`config.mk`:
```
export PLATFORM = sky130hd
export DESIGN_NAME = bram_fifo_wr_arb
export DESIGN_NICKNAME = d
export VERILOG_FILES = /design/src/rtl/bram_fifo_wr_arb.sv
export SDC_FILE = /design/constraint.sdc
export NUM_CORES = 1
export LEC_CHECK = 0
export ABC_CLOCK_PERIOD_IN_PS = 3270
export CAP_MARGIN = 20
export CORE_ASPECT_RATIO = 2
export CORE_MARGIN = 5
export CORE_UTILIZATION = 37
export DETAILED_ROUTE_END_ITERATION = 10
export PLACE_DENSITY = 0.91
export SLEW_MARGIN = 20
export SYNTH_ARGS = -nofsm -noshare
export SYNTH_HDL_FRONTEND = slang
export SYNTH_SLANG_ARGS = --single-unit
```
`constraint.sdc`:
```
create_clock -name CLK -period 3.27 [get_ports CLK]
set_clock_uncertainty 0.15 [all_clocks]
set_input_delay 0.654 -clock CLK [delete_from_list [all_inputs] [get_ports CLK]]
set_output_delay 0.654 -clock CLK [all_outputs]
set_load 0.005 [all_outputs]
```
`src/rtl/bram_fifo_wr_arb.sv`:
```
// Round-robin arbiter that frames per-channel bursts (header + len words) onto
// a single FWFT BRAM FIFO write port, and counts FIFO write errors.

module bram_fifo_wr_arb_lane (
  input  logic       req,
  input  logic [7:0] len,
  input  logic       empty,
  input  logic       sel,
  input  logic       full,
  output logic       elig,
  output logic       rden
);
  assign elig = req && (len != 8'd0);
  assign rden = sel && !full && !empty;
endmodule

module bram_fifo_wr_arb #(
  parameter int N_CH = 4
) (
  input  logic                CLK,
  input  logic                reset_n,
  input  logic [N_CH-1:0]     CH_REQ,
  input  logic [8*N_CH-1:0]   CH_LEN,
  input  logic [32*N_CH-1:0]  CH_DI,
  input  logic [N_CH-1:0]     CH_EMPTY,
  output logic [N_CH-1:0]     CH_RDEN,
  output logic [N_CH-1:0]     GRANT,
  output logic                BUSY,
  output logic [31:0]         DO,
  output logic                WREN,
  input  logic                FULL,
  input  logic                WRERR,
  output logic [15:0]         ERR_CNT
);
  localparam int GW = (N_CH > 1) ? $clog2(N_CH) : 1;

  typedef enum logic [1:0] {IDLE, HDR, DATA} state_t;

  state_t              state, state_nx;
  logic [GW-1:0]       g, last, pick;
  logic [7:0]          len, rem, g8;
  logic [15:0]         err_cnt;
  logic                hit;
  logic [N_CH-1:0]     elig, lane_sel;
  logic [N_CH-1:0][7:0]  len_a;
  logic [N_CH-1:0][31:0] di_a;

  assign len_a = CH_LEN;
  assign di_a  = CH_DI;
  assign g8    = 8'(g);

  generate
    for (genvar c = 0; c < N_CH; c++) begin : g_lane
      assign lane_sel[c] = (state == DATA) && (g == GW'(c));
      bram_fifo_wr_arb_lane u_lane (
        .req   (CH_REQ[c]),
        .len   (len_a[c]),
        .empty (CH_EMPTY[c]),
        .sel   (lane_sel[c]),
        .full  (FULL),
        .elig  (elig[c]),
        .rden  (CH_RDEN[c])
      );
    end
  endgenerate

  // First eligible channel strictly after the last winner, wrapping around.
  always_comb begin
    logic [GW-1:0] idx;
    hit  = 1'b0;
    pick = '0;
    idx  = '0;
    for (int i = 1; i <= N_CH; i++) begin
      idx = GW'((int'(last) + i) % N_CH);
      if (!hit && elig[idx]) begin
        hit  = 1'b1;
        pick = idx;
      end
    end
  end

  always_comb begin
    state_nx = state;
    DO       = '0;
    WREN     = 1'b0;
    case (state)
      IDLE: if (hit) state_nx = HDR;
      HDR: begin
        DO   = {8'hA5, g8, 8'h00, len};
        WREN = !FULL;
        if (!FULL) state_nx = DATA;
      end
      DATA: begin
        DO   = di_a[g];
        WREN = |CH_RDEN;
        if (WREN && rem == 8'd1) state_nx = IDLE;
      end
      default: state_nx = IDLE;
    endcase
  end

  always_comb begin
    GRANT = '0;
    if (state != IDLE) GRANT[g] = 1'b1;
  end

  assign BUSY    = (state != IDLE);
  assign ERR_CNT = err_cnt;

  always_ff @(posedge CLK) begin
    if (!reset_n) begin
      state   <= IDLE;
      g       <= '0;
      len     <= '0;
      rem     <= '0;
      last    <= GW'(N_CH - 1);
      err_cnt <= '0;
    end else begin
      state <= state_nx;
      case (state)
        IDLE: if (hit) begin
          g    <= pick;
          len  <= len_a[pick];
          rem  <= len_a[pick];
          last <= pick;
        end
        DATA: if (WREN) rem <= rem - 8'd1;
        default: ;
      endcase
      if (WRERR && err_cnt != 16'hFFFF) err_cnt <= err_cnt + 16'd1;
    end
  end
endmodule

```
==> metrics <==
run status complete, no violations; CTS hold repair buffers 0; setup violators final 0; Core Region 9070 um2; Hold Path Class flop to flop; crit path launch CH_EMPTY[2]; CP Launch Type primary input; Static Leak 2.26 nW; # IOs 230; Syn Std Cell Area 3440 um2; # H-tree levels 2; initial antenna violation count 1; Synth Warn # 0; sw power 0.842 mW; TritonRoute pass-1 iters 5; RSZ-0062 raised after global routing yes; RR Endpoint rem[1]; Placed Cells 715; clock root cell clkbuf_16; total power 2.42 mW; Fillers 723; max-cap violation count 0; Internal 1.58 mW; Worst Tran Pin Value 0.740 ns; Top Metal Used met4; crit path kind primary input to output pin; M1 wire length 5.13 mm; cells along the critical path clkdlybuf4s50_1, mux4_2, or3b_2, o21ai_2, clkdlybuf4s15_2; Worst-Skew Late Latency 0.28 ns; commonest non-fill, non-tap cell in the layout clkdlybuf4s50_1; final WL 16.1 mm; period utilisation layout 0.984; Worst R2R Start state[0]; die area 11400 um2; vias in the first global route 4480; Synth area leader dfxtp_1; Buf/Inv on CP 2; fmax 311 MHz; critical path peak fanout 2; non-filler cells, final 722; HPWL after detailed placement 13.4 mm; Port Buf Inserts 229; Worst EP required 2.47 ns; Gate power share 0.553; maximum VDD drop 0.000374 V; antenna-violating nets left 0; layout cell share with drive strength beyond 1 0.173; Net Count, Synth 558; Residual DRC 0; top_reg_cell synth dfxtp_1; PD cells 392 nW/um2; most frequent cells in the layout clkdlybuf4s50_1 (228), dfxtp_1 (36), nand2_1 (35); Largest stage delay, worst path 0.50 ns; die height 146 um; largest net degree at the start of global routing 40; clock buffers created by TritonCTS 5; Arr. time, crit path 2.41 ns; Vias 4260; flops & latches, synth 38; sw frac 0.347; Area after DPL 5990 um2; headroom to the max-slew limit 0.506; routed wl met2 8.64 mm; R2R cell count 10; initial core utilization 0.379; Worst-path clk slew 0.06 ns; slowest library cell on the worst path or3b_2; Clock Sinks 38; max-slew violations 0; delay-heaviest family, CP buffers and inverters; min Tclk post-route 3.22 ns; Hold Path Sink len[3]; metal3 WL 1.47 mm; Final nets 799; num rows 49; Final GP Congestion 0.973; Die X 78.2 um; FFs w/ async S/R, synth 0; top cells by area, synth dfxtp_1 (22%), mux4_2 (22%), and2_1 (4.7%), nand2_1 (3.8%), mux2i_1 (3.8%); Fin. Hold Viols 0; Synth top area share 0.221; first-pass GRT wire length 23.7 mm; Hold Crit Depth 2; number of enable flip-flop cells after synthesis 0; Syn-to-layout area delta 79.9%; CP endpoint kind output pin; Finished Core Util 0.682; global route overflow 0; Mapped Cells 379; fin area 6190 um2; Clk network pwr share 0.194; DR WL/cell 22.4 um; synthesized area per cell 9.08 um2; CTS tree yes; Initial DRC Count 284; min-delay src len[3]; Yosys cell types 55; clk buf depth 2; Seq/Total Area, Yosys 0.221; DR vias/cell 5.90; GR Util All Layers 0.265; Setup TNS 0 ns; part of the power in registers 0.253; reg-to-reg setup timing slack 0.63 ns
[Yosys cell counts (7+ instances only)]
cell / instances
dfxtp_1: 38
nand2_1: 35
mux4_2: 33
and2_1: 26
o21ai_0: 23
nor2_1: 22
clkbuf_1: 17
nand3_1: 16
nor3_1: 14
a21oi_1: 13
mux2i_1: 13
mux2_2: 11
a22o_1: 10
inv_1: 9
ha_1: 7
[area by class of cell]
class	count	area, um2	area share
Multi-Input combinational cell	304	2570	0.416
Timing Repair Buffer	262	2550	0.412
Sequential cell	38	763	0.123
Clock buffer	6	139	0.0224
Tap cell	102	128	0.0206
Inverter	9	33.8	0.00546
Antenna cell	1	2.50	0.000404
[kinds of logic (layout without fill, tap and decap cells)]
family	Yosys count	in the layout	share of synthesized area
AOI/OAI and AO/OA	76	76	0.153
muxes	57	57	0.290
DFF	38	38	0.221
other	0	1	0
xor gates and xnor gates	12	12	0.0305
buffers and inverters	37	277	0.0455
and+or+nand+nor	152	152	0.234
adders and majority gates	7	7	0.0255
[metrics by stage]
step / hold WS [ns] / worst slack, ns
after floorplan: 0.287 / 0.244
after global placement: 0.306 / -0.349
after detailed placement: 0.318 / -0.316
after CTS: 0.330 / 0.00338
after global routing: 0.354 / -0.0223
final: 0.331 / 0.0516
[routing by layer]
layer,up-vias,GRT usage
li1,1914,-
met1,2010,0.241
met2,270,0.514
met3,66,0.0746
met4,0,0.131
met5,-,0
[flip-flops by register name, summed over array words and instances (netlist names)]
signal and cells:
rem 8, state 2, last 2, len 8, ERR_CNT 16, g 2
[how the worst max path moves through the flow]
stage	endpoint	slack (ns)	cells past startpoint
floorplan	len[4]	0.24	7
global placement	WREN	-0.35	5
detailed placement	WREN	-0.32	5
CTS	WREN	0.003	5
global route	rem[7]	-0.02	9
finish	WREN	0.05	5
[power groups by stage]
| stage | logic (mW) | registers [mW] | clock network [mW] |
|---|---|---|---|
| after floorplan | 0.729 | 0.590 | 0 |
| after global placement | 1.25 | 0.613 | 0 |
| after detailed placement | 1.29 | 0.617 | 0 |
| after CTS | 1.30 | 0.608 | 0.477 |
| after global routing | 1.43 | 0.621 | 0.498 |
| final | 1.34 | 0.613 | 0.471 |
[tightest hold or removal path: stages (launching register included)]
cell and delay, ns:
dfxtp_1 0.31, nand3_1 0.05, o21ai_0 0.06
[what timing repair did]
action	4_1_cts	5_1_grt
resized for setup	4	15
buffers inserted	0	1
pin swaps	0	6
endpoints found under the setup margin	1	16
Power figures use the tool's default switching activity.
